### src/rtl/pipe_stage_buf.sv
`timescale 1ns/1ps
// pipe_stage_buf: elastic pipeline-stage register holding up to DEPTH words in
// FIFO order. It uses valid/ready handshakes on both sides and adds the
// pipeline's stall/flush controls.
//
// Ports
//   clk_i        rising-edge clock
//   rst_i        asynchronous, active-low reset
//   flush_i      synchronous kill of all held and incoming words
//   stall_i      downstream freeze: blocks pop only
//   in_valid_i   upstream word present
//   in_ready_o   buffer can accept a word (from registered state only)
//   in_data_i    upstream payload
//   out_valid_o  head word present (masked by flush_i)
//   out_ready_i  downstream accepts the head word
//   out_data_o   head payload (stale mem[rd_ptr] when empty)
//   count_o      current occupancy, 0..DEPTH
//
// Build option
//   PIPE_STAGE_BUF_BYPASS_EN: an empty buffer forwards the incoming word in the
//   same cycle. This adds a combinational in_* -> out_* path. When the macro is
//   undefined, latency from push to out_valid_o is strictly one cycle.
//
// Parameters: WIDTH payload bits; DEPTH entries (1..16, any value);
// CNT_W occupancy width, >= clog2(DEPTH+1).

module pipe_stage_buf #(
  parameter int unsigned WIDTH = 32,
  parameter int unsigned DEPTH = 2,
  parameter int unsigned CNT_W = 5
) (
  input  logic             clk_i,
  input  logic             rst_i,
  input  logic             flush_i,
  input  logic             stall_i,
  input  logic             in_valid_i,
  output logic             in_ready_o,
  input  logic [WIDTH-1:0] in_data_i,
  output logic             out_valid_o,
  input  logic             out_ready_i,
  output logic [WIDTH-1:0] out_data_o,
  output logic [CNT_W-1:0] count_o
);

  localparam int unsigned      PTR_W    = (DEPTH > 1) ? $clog2(DEPTH) : 1;
  localparam logic [PTR_W-1:0] LAST_PTR = PTR_W'(DEPTH - 1);
  localparam logic [CNT_W-1:0] FULL_CNT = CNT_W'(DEPTH);

  // Storage and control state
  logic [WIDTH-1:0] mem_q [DEPTH];
  logic [WIDTH-1:0] mem_d [DEPTH];
  logic [PTR_W-1:0] wr_ptr_q, wr_ptr_d;
  logic [PTR_W-1:0] rd_ptr_q, rd_ptr_d;
  logic [CNT_W-1:0] cnt_q, cnt_d;
  logic             in_ready_q, in_ready_d;

  // Handshake terms
  logic empty_c;
  logic push_c;
  logic pop_c;
  logic bypass_c;
  logic bypass_pop_c;
  logic wr_en_c;
  logic rd_adv_c;

  // Pointers wrap by explicit compare, so DEPTH need not be a power of two.
  function automatic logic [PTR_W-1:0] ptr_inc(input logic [PTR_W-1:0] p);
    return (p == LAST_PTR) ? '0 : p + PTR_W'(1);
  endfunction

  // Output side and the push/pop decode
  always_comb begin
    empty_c = (cnt_q == '0);
`ifdef PIPE_STAGE_BUF_BYPASS_EN
    bypass_c    = empty_c & in_valid_i & ~flush_i;
    out_valid_o = (~empty_c & ~flush_i) | bypass_c;
    out_data_o  = bypass_c ? in_data_i : mem_q[rd_ptr_q];
`else
    bypass_c    = 1'b0;
    out_valid_o = ~empty_c & ~flush_i;
    out_data_o  = mem_q[rd_ptr_q];
`endif
    in_ready_o   = in_ready_q;
    count_o      = cnt_q;
    push_c       = in_valid_i & in_ready_q & ~flush_i;
    pop_c        = out_valid_o & out_ready_i & ~stall_i;
    // A bypassed word that is consumed at once never touches storage.
    bypass_pop_c = bypass_c & pop_c;
    wr_en_c      = push_c & ~bypass_pop_c;
    rd_adv_c     = pop_c & ~bypass_pop_c;
  end

  // Next-state logic; flush wins over everything else
  always_comb begin
    mem_d      = mem_q;
    wr_ptr_d   = wr_ptr_q;
    rd_ptr_d   = rd_ptr_q;
    cnt_d      = cnt_q;
    if (flush_i) begin
      wr_ptr_d = '0;
      rd_ptr_d = '0;
      cnt_d    = '0;
    end else begin
      if (wr_en_c) begin
        mem_d[wr_ptr_q] = in_data_i;
        wr_ptr_d        = ptr_inc(wr_ptr_q);
      end
      if (rd_adv_c) begin
        rd_ptr_d = ptr_inc(rd_ptr_q);
      end
      cnt_d = cnt_q + CNT_W'(wr_en_c) - CNT_W'(rd_adv_c);
    end
    // Ready is registered from the next count, so it never depends on out_ready_i.
    in_ready_d = (cnt_d != FULL_CNT);
  end

  // State registers
  always_ff @(posedge clk_i or negedge rst_i) begin
    if (!rst_i) begin
      mem_q      <= '{default: '0};
      wr_ptr_q   <= '0;
      rd_ptr_q   <= '0;
      cnt_q      <= '0;
      in_ready_q <= 1'b1;
    end else begin
      mem_q      <= mem_d;
      wr_ptr_q   <= wr_ptr_d;
      rd_ptr_q   <= rd_ptr_d;
      cnt_q      <= cnt_d;
      in_ready_q <= in_ready_d;
    end
  end

  // Occupancy sanity
  a_cnt_bound: assert property (@(posedge clk_i) disable iff (!rst_i)
    cnt_q <= FULL_CNT);
  a_no_push_full: assert property (@(posedge clk_i) disable iff (!rst_i)
    !(push_c && (cnt_q == FULL_CNT)));

endmodule

### config.mk
export PLATFORM = sky130hd
export DESIGN_NAME = pipe_stage_buf
export DESIGN_NICKNAME = d
export VERILOG_FILES = /design/src/rtl/pipe_stage_buf.sv
export SDC_FILE = /design/constraint.sdc
export NUM_CORES = 1
export LEC_CHECK = 0
export ABC_AREA = 1
export BUFFER_PORTS_ARGS = -buffer_cell sky130_fd_sc_hd__buf_2
export CORE_UTILIZATION = 40
export CTS_BUF_LIST = sky130_fd_sc_hd__clkbuf_4 sky130_fd_sc_hd__clkbuf_8
export CTS_CLUSTER_SIZE = 40
export DETAILED_ROUTE_END_ITERATION = 10
export HOLD_SLACK_MARGIN = 0.03
export PLACE_DENSITY_LB_ADDON = 0.25
export SLEW_MARGIN = 15
export SYNTH_ARGS = -nofsm -noshare
export SYNTH_HDL_FRONTEND = slang
export SYNTH_SLANG_ARGS = --single-unit
export TNS_END_PERCENT = 100
### constraint.sdc
create_clock -name clk_i -period 2.1 [get_ports clk_i]
set_input_delay 0.21 -clock clk_i [delete_from_list [all_inputs] [get_ports clk_i]]
set_output_delay 0.21 -clock clk_i [all_outputs]
set_load 0.05 [all_outputs]
==> flow_summary_export.csv <==
group,metric,value,unit
sta,maxSlewHeadroom,35.2,%
hold_path,worstHoldPathType,"in -> async",
cells_and_area,finalNetCount,538,
cts,clkTransAtPathRegs,0.08,ns
status,outcome,"finished with violations",
sta,final_min_period_over_clock_period,105,%
sta,rsz0062_at_grt,"yes",
detailed_routing,postRouteAntennaNets,0,
cts,tritoncts,"yes",
global_routing,grt_pass1_vias,2504,
die,initial_utilization,41.7,%
cells_and_area,layout_common_cells,"nand2_1 (154), buf_2 (75), dfrtp_1 (68)",
cts,cts_made_buffers,9,
global_routing,globalRouteTotalUtil,17.1,%
detailed_routing,remaining_drc_errors,0,
setup_path,end_kind,"flip-flop",
cells_and_area,final_common_cell,"nand2_1",
sta,fin_ws,-0.110,ns
sta,holdWs,-0.00778,ns
setup_path,crit_required,2.37,ns
synth,syn_nets,456,
setup_path,cp_top_family,"adder cells",
setup_path,r2r_cells,14,
detailed_routing,drt_first_pass_iters,4,
cells_and_area,fin_area,0.00421,sq mm
placement,dpl.hpwl,4510,um
synth,yosysTopAreaCell,"dfrtp_1",
global_routing,antenna_found_initial,0,
setup_path,timing.critical_path.depth,14,
cells_and_area,drive_gt1_share,33.5,%
synth,synth_seq_area_share,52.3,%
setup_path,crit_start,"count_o[3]",
global_routing,grt_max_degree,73,
synth,yosysWarnings,0,
detailed_routing,via_count,2785,
cells_and_area,diodes,0,
die,chipWidth,94.8,um
cells_and_area,stdcell_count,603,
sta,slew_violations,0,
placement,preCtsSetupSlack,-0.174,ns
cells_and_area,final_util,50.9,%
setup_path,crit_slowest_cell,"fa_1",
global_routing,grt-ovfl-total,0,
cts,clock-sinks,72,
power,leakage,2.34,nW
die,io_pins,77,
cts,cts_buffer_depth,2,
detailed_routing,post_drt_via_cell_ratio,4.62,
detailed_routing,drt-initial-drc-count,164,
die,core,0.00826,sq mm
cts,postCtsHoldBufs,0,
cts,insertion_delay,0.34,ns
die,num_rows,33,
sta,fin_crit,2.21,ns
setup_path,startpoint_type,"flip-flop",
placement,dpl_cell_area,0.00396,sq mm
sta,fmax,0.452,GHz
setup_path,critPathMaxFanout,2,
status,violations,"negative hold slack, negative setup slack",
setup_path,crit_type,"reg -> reg",
setup_path,critPathBufInv,4,
synth,syn_inst,411,
placement,io_buffers,76,
setup_path,path_cells,"inv_2 -> ha_4 -> nand3_2 -> nand3_2 -> inv_2 -> ha_4 -> inv_2 -> ha_4 -> fa_1 -> inv_1 -> nor2_2 -> nand2_1 -> nor2_1 -> nand3_1",
sta,skew,0.00985,ns
detailed_routing,drt-total-wl,7010,um
cts,htreeDepth,3,
die,die-height,94.8,um
placement,placedCellCount,585,
synth,synth_cell_types,22,
global_routing,grt_pass1_wl,11700,um
sta,worst_pin_slew,0.971,ns
synth,ys_seq_elements,72,
cts,cts_root_buf,"clkbuf_8",
synth,synth_area_leaders,"dfrtp_1 (52%), nand2_1 (17%), o21ai_2 (5.8%), inv_1 (5.3%), o21ai_0 (4.8%)",
sta,fin_setup_tns,-0.147,ns
sta,hold_violations,3,
synth,avgSynthCellArea,8.38,sq um
synth,synth_area,0.00345,sq mm
setup_path,worstPathArrival,2.48,ns
cells_and_area,syn_to_final_growth,22.0,%
job,cap_violations,0,
die,dieArea,0.00899,sq mm
setup_path,regToRegSetupSlack,-0.11,ns
cells_and_area,nFillCells,833,
power,ir_drop,0.520,mV
setup_path,reg2reg_from,"count_o[3]",
power,p_per_area,1310,mW/mm^2
detailed_routing,avgRoutedWirePerCell,11.6,um
synth,synth_top_area_share,51.6,%
sta,final-setup-viol-count,2,
setup_path,cpPeakStageDelay,0.49,ns
placement,place.gp.congestion,0.797,
## repair_timing
| action | CTS | global route |
|---|---|---|
| endpoints found under the setup margin | 2 | 4 |
| resized for setup | 4 | 1 |
| pin swaps | 1 | 0 |
| buffers inserted | 2 | 0 |
## Yosys cell counts (all sizes together)
cell type	instances
nand2	173
dfrtp	71
o21ai	65
inv	51
nand3	14
clkbuf	11
buf	9
ha	6
nor2	5
a21oi	3
dfstp	1
fa	1
or2	1
## worst reg2reg max path: cells and delay by family (launching register included)
family,cells,cell delay (ns)
adders and majority gates,4,1.02
buffers and inverters,4,0.22
and+or+nand+nor,6,0.49
DFF,1,0.41
## flip-flops by register name (all words and copies together), names as in the netlist
name        count
mem_q          64
count_o         5
in_ready_o      1
rd_ptr_q        1
wr_ptr_q        1
## worst paths after layout
path                                   end
worst max-delay path            in_ready_o
worst min-delay path             mem_q[23]
worst max register to register  in_ready_o
worst min register to register   mem_q[61]
max in group asynchronous       count_o[3]
min in group clk_i              count_o[0]
## metal layers
metal | global-route usage, % | vias up | part of all wire [%]
met5 | 0 | - | 0
met4 | 7.58 | 0 | 1.4
met3 | 3.46 | 9 | 3.7
met2 | 27.0 | 54 | 46
met1 | 22.6 | 1296 | 48
li1 | - | 1426 | -
## where the power goes
group	switching (mW)	total [mW]	internal [mW]
clock	0.519	1.11	0.593
sequential	0.231	2.06	1.83
combinational	1.63	2.32	0.697
## through the flow
stage	hold slack (ns)	total power [mW]
global placement	0.403	4.35
CTS	0.0300	5.56
finish	-0.00778	5.49
floorplan	-0.0856	3.86
detailed placement	0.410	4.40
global route	0.0707	5.88
## area by class of cell
type	count	area [sq um]	area share [%]
Clock buffer	11	145	3.45
Clock inverter	5	56.3	1.34
Inverter	51	194	4.61
Multi-Input combinational cell	268	1380	32.7
Sequential cell	72	1810	43.0
Tap cell	105	131	3.12
Timing Repair Buffer	91	495	11.8
## cell families after synthesis
| family | after synthesis | share of synthesized area (%) |
|---|---|---|
| AND/OR/NAND/NOR | 193 | 23.3 |
| buffers and inverters | 71 | 9.26 |
| AO/OA/AOI/OAI | 68 | 12.4 |
| adder cells (fa/ha/maj) | 7 | 2.76 |
| flip-flops | 72 | 52.3 |
No activity file was read; power rests on OpenSTA's default activity.
